===== src/rtl/count_enable_gen.sv =====
// Run/stop enable generator for the 4-bit JK counter: synchronises and debounces two
// push-buttons, then issues one-cycle enable ticks from a prescaler (RUN) or per step press (STOP).

module count_enable_gen_btn #(
  parameter int unsigned DB_CYCLES = 1_000_000
) (
  input  logic clk_i,
  input  logic rst_i,
  input  logic btn_i,
  output logic press_o
);
  localparam int unsigned CW = (DB_CYCLES > 1) ? $clog2(DB_CYCLES) : 1;
  localparam logic [CW-1:0] CNT_MAX = CW'(DB_CYCLES - 1);

  logic          s1_q, s2_q;
  logic          db_q, db_d;
  logic          db_prev_q;
  logic [CW-1:0] cnt_q, cnt_d;

  // Any return of s2 to the accepted level restarts the stability window.
  always_comb begin
    cnt_d = '0;
    db_d  = db_q;
    if (s2_q != db_q) begin
      if (cnt_q == CNT_MAX) begin
        db_d = s2_q;
      end else begin
        cnt_d = cnt_q + CW'(1);
      end
    end
  end

  always_ff @(posedge clk_i) begin
    if (rst_i) begin
      s1_q      <= 1'b0;
      s2_q      <= 1'b0;
      db_q      <= 1'b0;
      db_prev_q <= 1'b0;
      cnt_q     <= '0;
    end else begin
      s1_q      <= btn_i;
      s2_q      <= s1_q;
      db_q      <= db_d;
      db_prev_q <= db_q;
      cnt_q     <= cnt_d;
    end
  end

  assign press_o = db_q & ~db_prev_q;
endmodule

module count_enable_gen #(
  parameter int unsigned DIV       = 50_000_000,
  parameter int unsigned DB_CYCLES = 1_000_000
) (
  input  logic clk,
  input  logic rst,
  input  logic btn_run,
  input  logic btn_step,
  output logic en,
  output logic J,
  output logic K,
  output logic running
);
  localparam int unsigned   PW        = (DIV > 2) ? $clog2(DIV) : 1;
  localparam logic [PW-1:0] PRESC_MAX = PW'(DIV - 1);

  typedef enum logic {
    ST_STOP = 1'b0,
    ST_RUN  = 1'b1
  } state_e;

  state_e        state_q, state_d;
  logic [PW-1:0] presc_q, presc_d;
  logic          en_q, en_d;
  logic          running_q, running_d;
  logic          run_press, step_press;

  count_enable_gen_btn #(.DB_CYCLES(DB_CYCLES)) u_run_btn (
    .clk_i   (clk),
    .rst_i   (rst),
    .btn_i   (btn_run),
    .press_o (run_press)
  );

  count_enable_gen_btn #(.DB_CYCLES(DB_CYCLES)) u_step_btn (
    .clk_i   (clk),
    .rst_i   (rst),
    .btn_i   (btn_step),
    .press_o (step_press)
  );

  // A run toggle always takes priority: it discards a coincident step and a due tick.
  always_comb begin
    state_d = state_q;
    presc_d = presc_q;
    en_d    = 1'b0;
    unique case (state_q)
      ST_STOP: begin
        if (run_press) begin
          state_d = ST_RUN;
          presc_d = '0;
        end else if (step_press) begin
          en_d = 1'b1;
        end
      end
      ST_RUN: begin
        if (run_press) begin
          state_d = ST_STOP;
          presc_d = '0;
        end else if (presc_q == PRESC_MAX) begin
          presc_d = '0;
          en_d    = 1'b1;
        end else begin
          presc_d = presc_q + PW'(1);
        end
      end
      default: begin
        state_d = ST_STOP;
        presc_d = '0;
      end
    endcase
    running_d = (state_d == ST_RUN);
  end

  always_ff @(posedge clk) begin
    if (rst) begin
      state_q   <= ST_STOP;
      presc_q   <= '0;
      en_q      <= 1'b0;
      running_q <= 1'b0;
    end else begin
      state_q   <= state_d;
      presc_q   <= presc_d;
      en_q      <= en_d;
      running_q <= running_d;
    end
  end

  assign en      = en_q;
  assign J       = en_q;
  assign K       = en_q;
  assign running = running_q;
endmodule


===== config.mk =====
export PLATFORM = sky130hd
export DESIGN_NAME = count_enable_gen
export DESIGN_NICKNAME = d
export VERILOG_FILES = /design/src/rtl/count_enable_gen.sv
export SDC_FILE = /design/constraint.sdc
export NUM_CORES = 1
export LEC_CHECK = 0
export ABC_AREA = 1
export BUFFER_PORTS_ARGS = -buffer_cell sky130_fd_sc_hd__buf_2
export CORE_MARGIN = 3
export CORE_UTILIZATION = 44
export DETAILED_ROUTE_END_ITERATION = 7
export PLACE_DENSITY = 0.62
export SLEW_MARGIN = 10
export SYNTH_ARGS = -nofsm -noshare
export SYNTH_HDL_FRONTEND = slang
export SYNTH_SLANG_ARGS = --single-unit

===== constraint.sdc =====
create_clock -name clk -period 1.8 [get_ports clk]
set_input_delay 0.54 -clock clk [delete_from_list [all_inputs] [get_ports clk]]
set_output_delay 0.54 -clock clk [all_outputs]
set_load 0.01 [all_outputs]

# Yosys cells after proc, flatten, opt, wreduce, memory -nomap -nowiden

Index checks and enable logic that the tools add are counted.

Memories kept: 0
Output and inout port bits: 4
Logic and storage cells: 45
Memory bits (writable): 0
Bits in registers: 76
Bits in latches: 0
Memory bits (read-only): 0
Input port bits: 4

Multiply operators: 0
Divide/modulo/power cells: 0
Multiplexer cells: 12
Equality and inequality tests: 6
Bitwise logic cells: 7
Order comparisons: 0
Shifts and indexed selects: 0
Reductions and logical operators: 4
$add $sub $neg: 3

Operators with widths:

| operator                                       | number |
|---|---|
| two-way mux 26 bit                             | 3 |
| case mux 26 bit (2 select lines)               | 1 |
| adder 20 x 1 -> 20 bit (second input constant) | 2 |
| equality test 20 bit (second input constant)   | 2 |
| adder 26 x 1 -> 26 bit (second input constant) | 1 |
| equality test 26 bit (second input constant)   | 1 |
| two-way mux 1 bit                              | 6 |
| OR reduction 3 bit                             | 2 |
| NOT 1 bit                                      | 5 |
| case mux 1 bit (2 select lines)                | 2 |
| AND reduction 2 bit                            | 2 |
| AND 1 bit                                      | 2 |
| != test 1 bit                                  | 2 |
| != test 2 bit (second input constant)          | 1 |

# Logic depth before layout (Yosys ltp)

Depth in word-level cells: 5
Gate-level depth with buffers: 11
Mapped depth without buffers: 10

# Modules after synthesis

A second synthesis with hierarchy kept.

Cell total of the unflattened synthesis: 622
Area, all modules: 4,295.4 um^2

By module, submodules not included:

| module               | sequential area each (um^2) | cells an instance | times used | area each (um^2) |
|---|---|---|---|---|
| count_enable_gen_btn | 480.5                       | 164               | 2          | 1,203.7 |
| count_enable_gen     | 560.5                       | 294               | 1          | 1,888.1 |

# Worst setup path after synthesis

OpenSTA, ideal clock, no wires.

Path kind: flip-flop to flip-flop
From: register u_run_btn.db_q
To: register presc_q[13]
Path slack: 0.024 ns
Cell stages (with the launch flop): 12
Period minus slack after synthesis: 1.776 ns
Library setup time: 0.067 ns
Required time: 1.733 ns
Data arrival time: 1.708 ns
Buffers on the path: 2
Path through: dfxtp_1 -> inv_1 -> nor2_1 -> inv_1 -> ha_1 -> buf_2 -> inv_1 -> nand2_2 -> nor2_4 -> buf_6 -> nand2_1 -> a21oi_2

Cells in the longest elaborated chain, start to end: 3
Elaborated cells on any way between the ends: 4
Classes of those cells: 1 x eq/ne; 2 x mux; 1 x bitwise

Ends and longest elaborated chain:

| what                             | RTL line | text |
|---|---|---|
| start, declared                  | 16       | `logic db_q, db_d;` |
| start signal, assigned           | 37       | `db_q <= 1'b0;` |
| start signal, assigned           | 43       | `db_q <= db_d;` |
| AND 1 bit *                      | 49       | `assign press_o = db_q & ~db_prev_q;` |
| two-way mux 26 bit               | 108      | `if (run_press) begin` |
| case mux 26 bit (2 select lines) | 98       | `unique case (state_q)` |
| end signal, assigned             | 134      | `presc_q <= presc_d;` |
| end, declared                    | 74       | `logic [PW-1:0] presc_q, presc_d;` |

Mark *: on every way between the ends. The rest lies on a longest branch, timed or not.
A chain may end at the register's enable or synchronous reset.

# Worst setup path in the final report

From: register u_run_btn.db_q
To: register presc_q[23]

Same word-level chain as after synthesis.

==> impl_metrics.toml <==
[run_status]
status = "finished, final reports clean"

[drt]
drt_wl_total_mm = 8.90
first_pass_iters = 5
vias = 3781
drtIter0Drc = 262
avgViaCountPerCell = 4.98
drcViolationCount = 0
wl_per_cell_um = 11.7
postRouteAntennaNets = 0

[clocking]
cts_buffers = 9
clk_pin_slew_worst_paths_ns = 0.08
cts_hold_buffers = 0
cts_setup_buffers = 0
cts_root_buf = "clkbuf_8"
cts_tree = "built"
clkSinkCount = 76
h-tree-depth = 3
clock_path_buffers = 2
clkLatencyLatePin_ns = 0.35
post_cts_resized = 0

[placement]
gp_congestion = 0.856
post-place-ws_ns = 0.0691
port_buffers = 7
dp_hpwl_mm = 6.65
dpl.cell_count = 743

[floorplan]
core_um2 = 8980
die_w_um = 104
row_count = 34
die_y_um = 104
die_area_um2 = 10700
initial_core_util_pct = 46.7
boundaryPins = 8

[synthesis]
synth_commonest_cells = "154 x nand2_1, 83 x nor2_1, 76 x dfxtp_1"
netlist_instances = 614
yosys-top-cells-area = "dfxtp_1 36%, nand2_1 14%, nor2_1 7.4%"
syn_nets = 622
syn_avg_cell_area_um2 = 6.82
synth_edf_count = 0
synth-async-reset-ratio_pct = 0
synth_top_area_share_pct = 36.3
yosysTopAreaCell = "dfxtp_1"
ys.flop_type = "dfxtp_1"
synth_warnings = 0
ys_types = 37
yosysMostFrequentCell = "nand2_1"
syn_area_um2 = 4190
synth-seq-cells = 76
ys_seq_area_share_pct = 36.3

[timing]
post-route-period-util_pct = 93.3
max_freq_mhz = 595
finalHoldViolations = 0
slew_viol_final = 0
rsz0062_at_grt = "false"
relSlewSlack_pct = 64.5
finalSetupTns_ns = 0
final.min_clock_period_ns = 1.68
finalSetupViolations = 0
finalWorstSetupSlack_ns = 0.120
tightestPinTransition_ns = 0.533
finalClockSkew_ns = 0.00756

[pwr]
comb_power_share_pct = 1.4
clkPwrFrac_pct = 43.3
swShare_pct = 23.2
leakagePower_uw = 0.00156
seq_power_share_pct = 55.3
p_per_area_nw_per_um2 = 665
worst_ir_drop_vdd_uv = 348
p_sw_uw = 708
p_int_uw = 2350

[worst_hold_path]
min_path_cells = 3
min_to = "u_step_btn.s1_q$_SDFF_PP0_"
hold_start = "btn_step"
worstHoldPathType = "in2reg"

[global_routing]
grt_overflow_total = 0
grt_max_degree = 28
grt_pass1_wl_mm = 15.6
gr-usage-all-layers_pct = 17.2
grt_antenna_before_repair = 0
grt_pass1_vias = 3454

[worst_setup_path]
r2r_slack_ns = 0.12
rr_worst_depth = 10
r2r_start = "u_run_btn.db_q$_SDFFE_PP0P_"
r2r-end = "presc_q[23]$_SDFFE_PP0P_"
path_max_fanout = 13
cp.arrival_ns = 1.96
crit_top_cell = "inv_1"
cp_slowest_stage_delay_ns = 0.35
crit_slowest_cell = "dfxtp_1"
cp_cell_sequence = "inv_1, nor2_2, inv_1, ha_1, inv_1, nand2_2, nor2_4, buf_12, o21ai_0, a21oi_1"
required_ns = 2.08
critPathLaunchType = "register"
worstSetupEndpointType = "register"
path_class = "reg2reg"

[final_layout]
multi_input_area_um2 = 2320
fin_cells = 759
layout-drive-gt1-share_pct = 15.2
fillers = 893
seq_area_um2 = 1520
diodes = 0
area_growth_pct = 9.71
final_nets = 636

[flow_run]
cap_violations = 0
-- cells by family after synthesis --
family / Yosys count / synth area share (%)
AOI/OAI and AO/OA: 66 / 8.42
xor gates and xnor gates: 14 / 2.93
adders and majority gates: 4 / 1.19
buffers and inverters: 86 / 8.72
DFF: 76 / 36.3
and+or+nand+nor: 368 / 42.4
-- critical path: cells and delay by family, from the launching register on --
kind            cells  cell delay [ns]
compound gates      2             0.20
fa+ha+maj           1             0.20
buf+inv             4             0.42
flops               1             0.35
simple gates        3             0.45
-- layout by cell type, fill, tap and decap left out, types with 2 or more instances in the layout --
cell type,count
dfxtp_1,76
nor2_4,11
clkbuf_8,9
nand3_2,5
inv_1,70
nor3_2,8
a21oi_1,45
nand2_2,12
nand3_1,39
clkinvlp_4,2
nor3_1,15
nor2_2,10
inv_2,4
nand4_1,12
buf_12,2
xor2_1,11
nand2_1,154
xnor2_1,3
nor2_1,82
or2_0,3
buf_2,7
a21oi_2,3
clkinv_4,2
or2_2,6
nand3b_1,3
buf_4,6
nand2_4,2
o21ai_0,13
ha_1,4
-- layer usage --
layer / global-route usage [%] / share of wire (%)
met5: 0 / 0
met1: 24.3 / 50
met2: 26.5 / 45
met4: 5.22 / 1.1
met3: 3.48 / 4.2
-- flip-flops by register name (all words and copies together), names as in the netlist --
| register | cells |
|---|---|
| u_run_btn.db_q | 1 |
| u_run_btn.s1_q | 1 |
| u_step_btn.s2_q | 1 |
| u_run_btn.db_prev_q | 1 |
| J | 1 |
| u_run_btn.cnt_q | 20 |
| u_step_btn.cnt_q | 20 |
| u_step_btn.db_q | 1 |
| presc_q | 26 |
| u_step_btn.s1_q | 1 |
| u_step_btn.db_prev_q | 1 |
| u_run_btn.s2_q | 1 |
| running | 1 |
-- metrics by stage --
stage	hold slack [ns]	power (µW)	area, µm²	utilization [%]
floorplan	0.388	1760	4190	-
global placement	0.394	1770	4380	48.8
detailed placement	0.396	1770	4380	48.8
CTS	0.377	3100	4580	51.0
global route	0.389	3180	4600	51.2
finish	0.390	3050	4600	51.2
-- power by group through the flow --
| stage | Combinational (µW) | Sequential, µW | Clock, µW |
|---|---|---|---|
| 6_report | 43.1 | 1690 | 1320 |
| 5_1_grt | 47.8 | 1690 | 1450 |
| 2_1_floorplan | 29.5 | 1730 | 0 |
| 4_1_cts | 42.2 | 1690 | 1370 |
| 3_3_place_gp | 42.0 | 1730 | 0 |
| 3_5_place_dp | 42.1 | 1730 | 0 |
-- worst max path at each step --
stage	start	to	slack, ns
floorplan	u_run_btn.db_q$_SDFFE_PP0P_	presc_q[13]$_SDFFE_PP0P_	0.02
global placement	u_run_btn.db_q$_SDFFE_PP0P_	presc_q[23]$_SDFFE_PP0P_	0.11
detailed placement	u_run_btn.db_q$_SDFFE_PP0P_	presc_q[23]$_SDFFE_PP0P_	0.07
CTS	u_run_btn.db_q$_SDFFE_PP0P_	presc_q[14]$_SDFFE_PP0P_	0.06
global route	u_run_btn.db_q$_SDFFE_PP0P_	presc_q[23]$_SDFFE_PP0P_	0.005
finish	u_run_btn.db_q$_SDFFE_PP0P_	presc_q[23]$_SDFFE_PP0P_	0.12
-- final cells by class --
type | instances | share of cell area [%]
timing repair buffer | 15 | 2.61
sequential | 76 | 33.1
multi-input combinational | 452 | 50.4
inverter | 74 | 6.04
tap | 126 | 3.43
clock inverter | 7 | 1.66
clock buffer | 9 | 2.70
Power figures use the tool's default switching activity.
